--- src/rtl/ex_mem_pipe_if.sv ---
`default_nettype none
// ============================================================================
// Module      : ex_mem_pipe_if
// Description : EX->MEM pipeline bus: EX results in, MEM-stage copies,
//               architectural flags, halt status and forwarding source out.
// Revision    : 1.0 - initial release
// ============================================================================
interface ex_mem_pipe_if;
    logic        stall;
    logic        flush;
    logic        valid_in;
    logic [1:0]  M_in;
    logic        WB_in;
    logic [3:0]  rd_in;
    logic        hlt_in;
    logic        fl_we;
    logic [2:0]  flags_in;
    logic [15:0] addr_in;
    logic [15:0] wdata_in;
    logic [15:0] PC_in;
    logic [15:0] ALU_in;

    logic        valid;
    logic [1:0]  M;
    logic        WB;
    logic [3:0]  rd;
    logic [15:0] addr;
    logic [15:0] wdata;
    logic [15:0] PC;
    logic [15:0] ALU;
    logic [2:0]  flags;
    logic        halted;
    logic        fwd_valid;
    logic [3:0]  fwd_rd;
    logic [15:0] fwd_data;

    modport master (
        output stall, flush, valid_in, M_in, WB_in, rd_in, hlt_in, fl_we,
               flags_in, addr_in, wdata_in, PC_in, ALU_in,
        input  valid, M, WB, rd, addr, wdata, PC, ALU, flags, halted,
               fwd_valid, fwd_rd, fwd_data
    );

    modport slave (
        input  stall, flush, valid_in, M_in, WB_in, rd_in, hlt_in, fl_we,
               flags_in, addr_in, wdata_in, PC_in, ALU_in,
        output valid, M, WB, rd, addr, wdata, PC, ALU, flags, halted,
               fwd_valid, fwd_rd, fwd_data
    );
endinterface
`default_nettype wire

--- src/rtl/ex_mem_pipe.sv ---
`default_nettype none
// ============================================================================
// Module      : ex_mem_pipe
// Description : EX/MEM pipeline register with flags, RUN/HALT FSM and an
//               optional EX-to-EX forwarding source (macro EX_MEM_FWD_EN).
// Revision    : 1.0 - initial release
// ============================================================================
module ex_mem_pipe (
    input  logic         clk,
    input  logic         rst,
    ex_mem_pipe_if.slave pipe
);

    typedef enum logic [0:0] {
        S_RUN  = 1'b0,
        S_HALT = 1'b1
    } state_t;

    state_t      state_q;
    logic        halted_q;
    logic        valid_q;
    logic [1:0]  m_q;
    logic        wb_q;
    logic [3:0]  rd_q;
    logic [15:0] addr_q;
    logic [15:0] wdata_q;
    logic [15:0] pc_q;
    logic [15:0] alu_q;
    logic [2:0]  flags_q;

    logic        w_hlt;
    logic        w_flag_upd;

    assign w_hlt      = pipe.valid_in & pipe.hlt_in;
    assign w_flag_upd = pipe.valid_in & pipe.fl_we;

    // Priority per edge: reset, then HALT, then flush, then stall, then load.
    always_ff @(posedge clk) begin
        if (!rst) begin
            state_q  <= S_RUN;
            halted_q <= 1'b0;
            valid_q  <= 1'b0;
            m_q      <= 2'b00;
            wb_q     <= 1'b0;
            rd_q     <= 4'h0;
            addr_q   <= 16'h0000;
            wdata_q  <= 16'h0000;
            pc_q     <= 16'h0000;
            alu_q    <= 16'h0000;
            flags_q  <= 3'b000;
        end else if (state_q == S_HALT) begin
            valid_q <= 1'b0;
        end else if (pipe.flush) begin
            valid_q <= 1'b0;
            m_q     <= 2'b00;
            wb_q    <= 1'b0;
        end else if (!pipe.stall) begin
            valid_q <= pipe.valid_in;
            // HLT must reach MEM as a side-effect-free slot.
            m_q     <= w_hlt ? 2'b00 : pipe.M_in;
            wb_q    <= w_hlt ? 1'b0  : pipe.WB_in;
            rd_q    <= pipe.rd_in;
            addr_q  <= pipe.addr_in;
            wdata_q <= pipe.wdata_in;
            pc_q    <= pipe.PC_in;
            alu_q   <= pipe.ALU_in;
            if (w_flag_upd) begin
                flags_q <= pipe.flags_in;
            end
            if (w_hlt) begin
                state_q  <= S_HALT;
                halted_q <= 1'b1;
            end
        end
    end

    assign pipe.valid  = valid_q;
    assign pipe.M      = valid_q ? m_q : 2'b00;
    assign pipe.WB     = valid_q & wb_q;
    assign pipe.rd     = rd_q;
    assign pipe.addr   = addr_q;
    assign pipe.wdata  = wdata_q;
    assign pipe.PC     = pc_q;
    assign pipe.ALU    = alu_q;
    assign pipe.flags  = flags_q;
    assign pipe.halted = halted_q;

`ifdef EX_MEM_FWD_EN
    // Loads (MemRead) have no ALU result worth forwarding.
    assign pipe.fwd_valid = valid_q & wb_q & ~m_q[0];
    assign pipe.fwd_rd    = rd_q;
    assign pipe.fwd_data  = alu_q;
`else
    assign pipe.fwd_valid = 1'b0;
    assign pipe.fwd_rd    = 4'h0;
    assign pipe.fwd_data  = 16'h0000;
`endif

endmodule
`default_nettype wire

--- src/flat_wrapper.sv ---
// flat-port wrapper written by rule: the top's interface ports become plain ports
module ex_mem_pipe_flat 
  (clk, rst, pipe_stall, pipe_flush, pipe_valid_in, pipe_M_in, pipe_WB_in, pipe_rd_in, pipe_hlt_in, pipe_fl_we, pipe_flags_in, pipe_addr_in, pipe_wdata_in, pipe_PC_in, pipe_ALU_in, pipe_valid, pipe_M, pipe_WB, pipe_rd, pipe_addr, pipe_wdata, pipe_PC, pipe_ALU, pipe_flags, pipe_halted, pipe_fwd_valid, pipe_fwd_rd, pipe_fwd_data);
  ex_mem_pipe_if pipe_i ();
  input  logic clk;
  input  logic rst;
  input wire logic [$bits(pipe_i.stall)-1:0] pipe_stall;
  input wire logic [$bits(pipe_i.flush)-1:0] pipe_flush;
  input wire logic [$bits(pipe_i.valid_in)-1:0] pipe_valid_in;
  input wire logic [$bits(pipe_i.M_in)-1:0] pipe_M_in;
  input wire logic [$bits(pipe_i.WB_in)-1:0] pipe_WB_in;
  input wire logic [$bits(pipe_i.rd_in)-1:0] pipe_rd_in;
  input wire logic [$bits(pipe_i.hlt_in)-1:0] pipe_hlt_in;
  input wire logic [$bits(pipe_i.fl_we)-1:0] pipe_fl_we;
  input wire logic [$bits(pipe_i.flags_in)-1:0] pipe_flags_in;
  input wire logic [$bits(pipe_i.addr_in)-1:0] pipe_addr_in;
  input wire logic [$bits(pipe_i.wdata_in)-1:0] pipe_wdata_in;
  input wire logic [$bits(pipe_i.PC_in)-1:0] pipe_PC_in;
  input wire logic [$bits(pipe_i.ALU_in)-1:0] pipe_ALU_in;
  output wire logic [$bits(pipe_i.valid)-1:0] pipe_valid;
  output wire logic [$bits(pipe_i.M)-1:0] pipe_M;
  output wire logic [$bits(pipe_i.WB)-1:0] pipe_WB;
  output wire logic [$bits(pipe_i.rd)-1:0] pipe_rd;
  output wire logic [$bits(pipe_i.addr)-1:0] pipe_addr;
  output wire logic [$bits(pipe_i.wdata)-1:0] pipe_wdata;
  output wire logic [$bits(pipe_i.PC)-1:0] pipe_PC;
  output wire logic [$bits(pipe_i.ALU)-1:0] pipe_ALU;
  output wire logic [$bits(pipe_i.flags)-1:0] pipe_flags;
  output wire logic [$bits(pipe_i.halted)-1:0] pipe_halted;
  output wire logic [$bits(pipe_i.fwd_valid)-1:0] pipe_fwd_valid;
  output wire logic [$bits(pipe_i.fwd_rd)-1:0] pipe_fwd_rd;
  output wire logic [$bits(pipe_i.fwd_data)-1:0] pipe_fwd_data;
  assign pipe_i.stall = pipe_stall;
  assign pipe_i.flush = pipe_flush;
  assign pipe_i.valid_in = pipe_valid_in;
  assign pipe_i.M_in = pipe_M_in;
  assign pipe_i.WB_in = pipe_WB_in;
  assign pipe_i.rd_in = pipe_rd_in;
  assign pipe_i.hlt_in = pipe_hlt_in;
  assign pipe_i.fl_we = pipe_fl_we;
  assign pipe_i.flags_in = pipe_flags_in;
  assign pipe_i.addr_in = pipe_addr_in;
  assign pipe_i.wdata_in = pipe_wdata_in;
  assign pipe_i.PC_in = pipe_PC_in;
  assign pipe_i.ALU_in = pipe_ALU_in;
  assign pipe_valid = pipe_i.valid;
  assign pipe_M = pipe_i.M;
  assign pipe_WB = pipe_i.WB;
  assign pipe_rd = pipe_i.rd;
  assign pipe_addr = pipe_i.addr;
  assign pipe_wdata = pipe_i.wdata;
  assign pipe_PC = pipe_i.PC;
  assign pipe_ALU = pipe_i.ALU;
  assign pipe_flags = pipe_i.flags;
  assign pipe_halted = pipe_i.halted;
  assign pipe_fwd_valid = pipe_i.fwd_valid;
  assign pipe_fwd_rd = pipe_i.fwd_rd;
  assign pipe_fwd_data = pipe_i.fwd_data;
  ex_mem_pipe u_core (.clk(clk), .rst(rst), .pipe(pipe_i));
endmodule
--- config.mk ---
export PLATFORM = sky130hd
export DESIGN_NAME = ex_mem_pipe_flat
export DESIGN_NICKNAME = d
export VERILOG_FILES = /design/src/rtl/ex_mem_pipe_if.sv /design/src/rtl/ex_mem_pipe.sv /design/src/flat_wrapper.sv
export SDC_FILE = /design/constraint.sdc
export NUM_CORES = 1
export LEC_CHECK = 0
export CAP_MARGIN = 20
export CORE_ASPECT_RATIO = 1.1
export CORE_MARGIN = 3
export CORE_UTILIZATION = 40
export CTS_CLUSTER_DIAMETER = 60
export DETAILED_ROUTE_END_ITERATION = 6
export GPL_TIMING_DRIVEN = 0
export HOLD_SLACK_MARGIN = 0.06
export PLACE_DENSITY_LB_ADDON = 0.3
export REMOVE_ABC_BUFFERS = 1
export SYNTH_ARGS = -nofsm -noshare
export SYNTH_HDL_FRONTEND = slang
export SYNTH_SLANG_ARGS = --single-unit
--- constraint.sdc ---
create_clock -name clk -period 2.8 [get_ports clk]
set_input_delay 0.56 -clock clk [delete_from_list [all_inputs] [get_ports clk]]
set_output_delay 0.56 -clock clk [all_outputs]
set_load 0.02 [all_outputs]
; ---- After elaboration in Yosys (flattened, before gate mapping)
; Index checks and enable logic that the tools add are counted.
; Widths: inputs -> output; s select.
[totals]
reg_bits = 77
in_bits = 81
output_inout_bits = 97
word_cells = 35
[op_classes]
eq_ne = 1
muxes = 11
bitwise = 7
n_reduce_logical = 5
[op_table]
columns = cell, n
row1 = $mux 2, 4
row2 = $reduce_and 4->1, 2
row3 = $mux 1, 7
row4 = $not 1->1, 4
row5 = $and 1x1->1, 3
row6 = $reduce_and 3->1, 1
row7 = $reduce_or 3->1, 1
row8 = $ne 2x1->1 const B, 1
row9 = $reduce_and 2->1, 1

; ---- Logic depth before layout (Yosys ltp)
[logic_depth]
word_depth = 5
mapped_depth = 7
ltp_nobuf = 3

; ---- Worst setup path before layout
; Ideal clock, no wire load.
[synth_path]
path_type = input -> register
from = input port pipe_stall
to = register u_core.wdata_q[0], in the netlist u_core.pipe.wdata[0]
setup_time_ps = 132
t_arrival_ps = 1405
t_required_ps = 2668
setup_slack_ps = 1263
path_stages = 6
n_path_buf = 3
cell_sequence = or3_1 -> buf_2 -> buf_6 -> buf_6 -> nand2_1 -> a21oi_1
[synth_via]
elab_chain_cells = 2
[synth_rtl]
columns = item, line
row1 = "start, declared", flat_wrapper.sv:7  ; input wire logic [$bits(pipe_i.stall)-1:0] pipe_stall;
row2 = $not 1->1 (no source line), n/a
row3 = $reduce_and 3->1 (no source line), n/a
row4 = "end signal, assigned", ex_mem_pipe.sv:64  ; wdata_q <= pipe.wdata_in;
row5 = "end, declared", ex_mem_pipe.sv:26  ; logic [15:0] wdata_q;
; Every way passes these cells.
; A chain may end at the register's enable or synchronous reset.

; ---- Worst setup path in the final report
[layout_path]
from = input port pipe_stall
to = register u_core.rd_q[3], in the netlist u_core.pipe.rd[3]
[layout_via]
elab_chain_cells = 2
[layout_rtl]
columns = item, line
row1 = $not 1->1 (no source line), n/a
row2 = $reduce_and 3->1 (no source line), n/a
row3 = "end signal, assigned", ex_mem_pipe.sv:62  ; rd_q <= pipe.rd_in;
row4 = "end, declared", ex_mem_pipe.sv:24  ; logic [3:0] rd_q;
; Every way passes these cells.

==> results.cfg <==
[outcome]
status = finished clean

[finish]
synthToLayoutAreaGrowth_pct = 61.6
fin_nets = 589
fill_cells = 577
multi_input_area_sq_um = 1140
seq_area_sq_um = 1540
stdcell_count = 595
diodes = 0
drive_gt1_frac = 0.0468
utilization = 0.690

[timing]
rsz0062_at_grt = no
setup_violations = 0
worstMarginPinSlew_ps = 662
relSlewSlack = 0.557
fmax_mhz = 462
slew_viol_final = 0
fin_crit_sh = 0.773
finalSetupTns_ps = 0
hold_viol_final = 0
finalClockSkew_ps = 8.55
worst_slack_ps = 636
fin_crit_ps = 2160

[floorplanning]
die_h_um = 95.3
core_sq_um = 6790
die_w_um = 87.2
num_io_pins = 178
rows = 31
initial_core_util = 0.427
dieArea_sq_um = 8300

[global_routing]
antenna_found_initial = 0
grt_start_max_net_pins = 53
grt_usage = 0.184
grt_pass1_wl_um = 12100
first_global_vias = 2651
grt-ovfl-total = 0

[worst_setup_path]
crit_path_max_fanout = 37
crit_arrival_ps = 2360
crit_type = input pin to register
worstSetupStartpointType = input pin
cp-end-kind = register
cp.required_ps = 3000

[power_and_ir_drop]
power_uw = 2530
ir_drop_v = 0.000295
p_leak_uw = 0.00173
p_per_area_nw_per_um2 = 541

[drt]
vias = 2784
drt-pass1-iter-count = 4
via_per_inst = 4.68
routed_wl_um = 7840
routedWlPerCell_um = 13.2
drt_iter0_drc = 106
drc = 0
postRouteAntennaNets = 0

[synth]
synthCells = 361
syn-cell-area_sq_um = 2900
yosysWarnings = 0
synth_seq_cells = 77
netlist-cell-type-count = 23
synth_area_per_cell_sq_um = 8.03
ys_seq_area_frac = 0.532

[clocking]
cts.repair.resized = 0
cts_max_path_buffers = 2
cts_hold_buf = 0
cts_buffers = 9
post_cts_buffers = 0
clock_sinks = 77
clockRootBuffer = clkbuf_8
clk_latency_ps = 330
cts_tree = yes
htree_num_levels = 3
clkTransAtPathRegs_ps = 70

[placement]
io_buffers = 156
numPlacedInstances = 579
pre_cts_ws_ps = 290
hpwl_um = 5800
place_congestion = 0.779

[worst_hold_path]
min_path_type = register to register

[job]
maxCapViolCount = 0
-- worst max-delay path: stages --
cell and delay [ps]:
clkdlybuf4s50_1 510, or3_2 830, buf_12 290, nand2_1 80, a21oi_1 60
-- metrics by stage --
stage	cell area (sq um)	hold WS, ps
CTS	4680	456
global placement	4350	441
finish	4680	453
detailed placement	4460	445
global route	4680	469
floorplan	2680	449
-- cell families after synthesis --
kind of cell,count (synthesis),share of synthesized area
AOI/OAI and AO/OA,77,0.136
muxes,3,0.0104
other,1,0.00129
and+or+nand+nor,157,0.219
DFF,77,0.532
buffers and inverters,46,0.101
-- routing by layer --
layer,GRT usage,vias to the layer above,wire length [um]
li1,-,1409,-
met1,0.197,1253,2950
met2,0.326,110,3910
met4,0.0691,0,145
met5,0,-,0
met3,0.0717,12,832
-- cell usage in the layout (no fill, tap or decap) --
cell,Yosys,routed
nand2b_1,1,1
buf_12,0,2
nand2_1,144,144
clkinv_2,0,2
clkdlybuf4s50_1,0,156
bufinv_16,0,2
buf_8,0,1
o21ai_0,3,3
clkbuf_8,0,11
nor2b_1,1,1
nor4b_2,1,1
buf_16,0,2
nor2_1,1,1
and2_1,3,3
a21oi_1,71,71
nand3_1,3,3
nor3b_1,1,1
conb_1,1,21
inv_2,1,1
nor3_4,1,1
mux2i_1,3,3
o21a_1,1,1
or3_2,0,1
clkbuf_1,10,1
a2111oi_0,1,1
a31oi_1,1,1
dfxtp_1,77,77
-- cells in the mapped netlist --
master     instances  area, sq um
buf_4             21          158
inv_2              1         3.75
o21ai_0            3         15.0
a31oi_1            1         6.26
nand3_1            3         15.0
nor3_4             1         16.3
buf_2             10         50.1
or3_1              1         6.26
conb_1             1         3.75
nor2_1             1         3.75
dfxtp_1           77         1540
clkbuf_1          10         37.5
buf_6              4         45.0
nor4b_2            1         15.0
nor2b_1            1         6.26
nor3b_1            1         7.51
nand2_1          144          541
a2111oi_0          1         8.76
o21a_1             1         7.51
nand2b_1           1         6.26
and2_1             3         18.8
mux2i_1            3         30.0
a21oi_1           71          355
-- area by class of cell --
| cell class | count | area share |
|---|---|---|
| Tap cell | 82 | 0.0219 |
| Multi-Input combinational cell | 258 | 0.243 |
| Clock inverter | 4 | 0.0150 |
| Timing Repair Buffer | 161 | 0.357 |
| Sequential cell | 77 | 0.329 |
| Clock buffer | 12 | 0.0331 |
| Inverter | 1 | 0.000801 |
-- report_power, final --
| group | switching, uW | internal, uW |
|---|---|---|
| logic | 209 | 224 |
| clock network | 382 | 549 |
| registers | 23.8 | 1140 |
-- sequential cells by signal, indices dropped and copies added, names as in the netlist --
signal	count
u_core.wb_q	1
u_core.pipe.valid	1
u_core.pipe.rd	4
u_core.pipe.PC	16
u_core.pipe.addr	16
u_core.m_q	2
u_core.pipe.wdata	16
u_core.pipe.halted	1
u_core.pipe.flags	3
u_core.state_q	1
u_core.pipe.ALU	16
-- final timing paths --
check / from / to / slack [ps] / depth (start not counted)
setup / recovery: pipe_stall / u_core.pipe.rd[3]$_SDFFE_PN0P_ / 640 / 5
hold / removal: u_core.pipe.PC[12]$_SDFFE_PN0P_ / u_core.pipe.PC[12]$_SDFFE_PN0P_ / 450 / 2
setup reg to reg: u_core.state_q$_SDFF_PN0_ / u_core.pipe.rd[3]$_SDFFE_PN0P_ / 1020 / 4
hold reg to reg: u_core.pipe.PC[12]$_SDFFE_PN0P_ / u_core.pipe.PC[12]$_SDFFE_PN0P_ / 450 / 2
Note: power is estimated with default switching activity, not from simulation.
==> RTL edit (same flow settings) <==
Reset style: asynchronous (`rst`), changed in one clocked block.
--- a/src/rtl/ex_mem_pipe.sv
+++ b/src/rtl/ex_mem_pipe.sv
@@ -35,7 +35,7 @@
     assign w_flag_upd = pipe.valid_in & pipe.fl_we;
 
     // Priority per edge: reset, then HALT, then flush, then stall, then load.
-    always_ff @(posedge clk) begin
+    always_ff @(posedge clk or negedge rst) begin
         if (!rst) begin
             state_q  <= S_RUN;
             halted_q <= 1'b0;
Check against the original RTL: differs if rst is asserted again (counterexample within 4 cycles, from zero or initial values and one cycle with rst low); with rst held inactive, the same outputs for 10 cycles.
==> RTL edit against the original RTL <==
Sequential cell count unchanged. Final area increased by 5.0%. Highest routed layer unchanged. Wire length shrank 9.2%. Synthesized area is 5.5% higher. Via count fell by 24%. Setup slack lost 290 ps.
Power is not compared: it rests on default switching activity, and its combinational part moved more than twofold at a synthesized area within 25%.
==> RTL edit: results (changes against the original RTL) <==
| Metric | Value |
|---|---|
| Actual transition at the worst max-transition pin | `953 ps (+291 ps)` |
| Largest clock skew in the final design | `14.2 ps (+5.62 ps)` |
| Count of hold buffers inserted by post-cts repair | `1 (+1)` |
| Async S/R FF share, synth | `100% (+100 points)` |
| Fraction of layout instances using a drive strength above 1 | `23.2% (+19 points)` |
| Via count normalized by instance count | `4.73 (+1.2%)` |
| Sum of routed wire length over all layers | `7.12 mm (-9.2%)` |
| Clock slew at the register clock pins of the worst setup and hold paths | `approximately 80 ps` |
| Detailed Place HPWL | `5.45 mm (-5.9%)` |
| Antenna violations before repair | `0 (unchanged)` |
| Deepest level of the CTS H-tree | `3 (unchanged)` |
| CP Capture Point | `u_core.pipe.addr[8]` |
| Number of warning messages in the yosys log | `0 (unchanged)` |
| Portion of the post-synthesis area used by sequential elements | `63.0% (+9.8 points)` |
| Minimum setup slack in the final design | `349 ps (-287 ps)` |
| Worst EP arrival | `2660 ps (+300 ps)` |
| Final Net Count | `439 (-25%)` |
| Critical path's slowest cell | `nor3_4` |
| Diode count | `0 (unchanged)` |
| Worst IR Drop VDD | `0.000494 V` |
| Highest cell delay on the worst timing path | `830 ps (about the same)` |
| Post-CTS resize count | `0 (unchanged)` |
| Number of max-capacitance violations reported | `0 (unchanged)` |
| Largest cells by area after synthesis | `dfrtp_1, mux2_2, buf_4` |
| Maximum number of pins on one net before global-route repair | `66 (+25%)` |
| Setup slack of the worst register-to-register path | `640 ps (-380 ps)` |
| Initial DRC Count | `29 (-73%)` |
| First-pass GRT wire length | `11.3 mm (-6.2%)` |
| CP max FO | `20 (-46%)` |
| Count of unique library cells instantiated by Yosys | `19 (-17%)` |
| Pre-CTS setup slack | `-14.5 ps (-304 ps)` |
| Cts bufs inserted | `9 (unchanged)` |
| Worst reg2reg startpoint | `u_core.state_q` |
| CP startpoint | `pipe_flush` |
| Deepest clock path buffer count | `2 (unchanged)` |
| Result of the run | `completed` |
| Buffer cell driving the clock tree root | `clkbuf_8` |
| Overall track demand over capacity in global routing | `16.7% (-1.7 points)` |
| First drt pass iteration count | `4 (unchanged)` |
| Top cells by instance count after synthesis | `dfrtp_1, mux2_2, buf_4` |
| Clock Latency Late Sink | `330 ps (about the same)` |
| Number of global-route vias before repair | `2,303 (-13%)` |
| GP Congestion | `0.714 (-8.3%)` |
[RTL edit: cell families (layout without fill, tap and decap cells)]
kind of cell / count (synthesis) / after routing / share of synthesized area (%)
flip-flops: 77 / 77 / 63.0
AO/OA/AOI/OAI: 8 / 8 / 2.21
AND/OR/NAND/NOR: 8 / 8 / 1.80
multiplexers: 71 / 71 / 26.1
other: 1 / 21 / 0.123
buffers and inverters: 29 / 177 / 6.71
[RTL edit: layout make-up]
type                            instances  area [um2]
Inverter                                1        3.75
Multi-Input combinational cell        108        1000
Clock inverter                          4        72.6
Tap cell                               85         106
Sequential cell                        77        1930
Clock buffer                           11         141
Fill cell                             521        2290
Timing Repair Buffer                  161        1670
[RTL edit: how the worst min path moves through the flow]
| stage | start | depth (start not counted) | to | slack [ps] |
|---|---|---|---|---|
| final | u_core.pipe.halted | 1 | u_core.pipe.halted | 480 |
| after global routing | u_core.pipe.ALU[4] | 1 | u_core.pipe.ALU[4] | 500 |
| after CTS | u_core.pipe.halted | 1 | u_core.pipe.halted | 490 |
| after detailed placement | rst | 1 | u_core.m_q[1] | 430 |
| after global placement | u_core.pipe.halted | 1 | u_core.pipe.halted | 450 |
| after floorplan | rst | 0 | u_core.m_q[0] | 260 |
[RTL edit: power by group through the flow]
stage	Combinational (mW)	Sequential [mW]	Clock [mW]
3_3_place_gp	2.15	1.80	0
2_1_floorplan	0.421	2.40	0
4_1_cts	2.20	1.82	0.936
3_5_place_dp	2.19	1.84	0
5_1_grt	2.30	1.88	0.983
6_report	2.17	1.81	0.896
[RTL edit: layer usage]
layer / track usage (%) / up-vias / wire, um
met1: 19.1 / 1040 / 2640
met2: 28.5 / 108 / 3710
met4: 5.84 / 0 / 59
met5: 0 / - / 0
met3: 5.51 / 5 / 714
li1: - / 963 / -
[RTL edit: worst max-delay path, delay by kind of cell]
kind	cells	cell delay, ps
muxes	1	340
and+or+nand+nor	1	830
buffers and inverters	3	920
[RTL edit: per-stage QoR]
step	hold WS (ps)	cell area (um2)	cells
5_1_grt	505	4920	447
3_5_place_dp	434	4690	431
2_1_floorplan	264	2930	186
4_1_cts	490	4920	447
3_3_place_gp	453	4600	427
6_report	480	4920	447
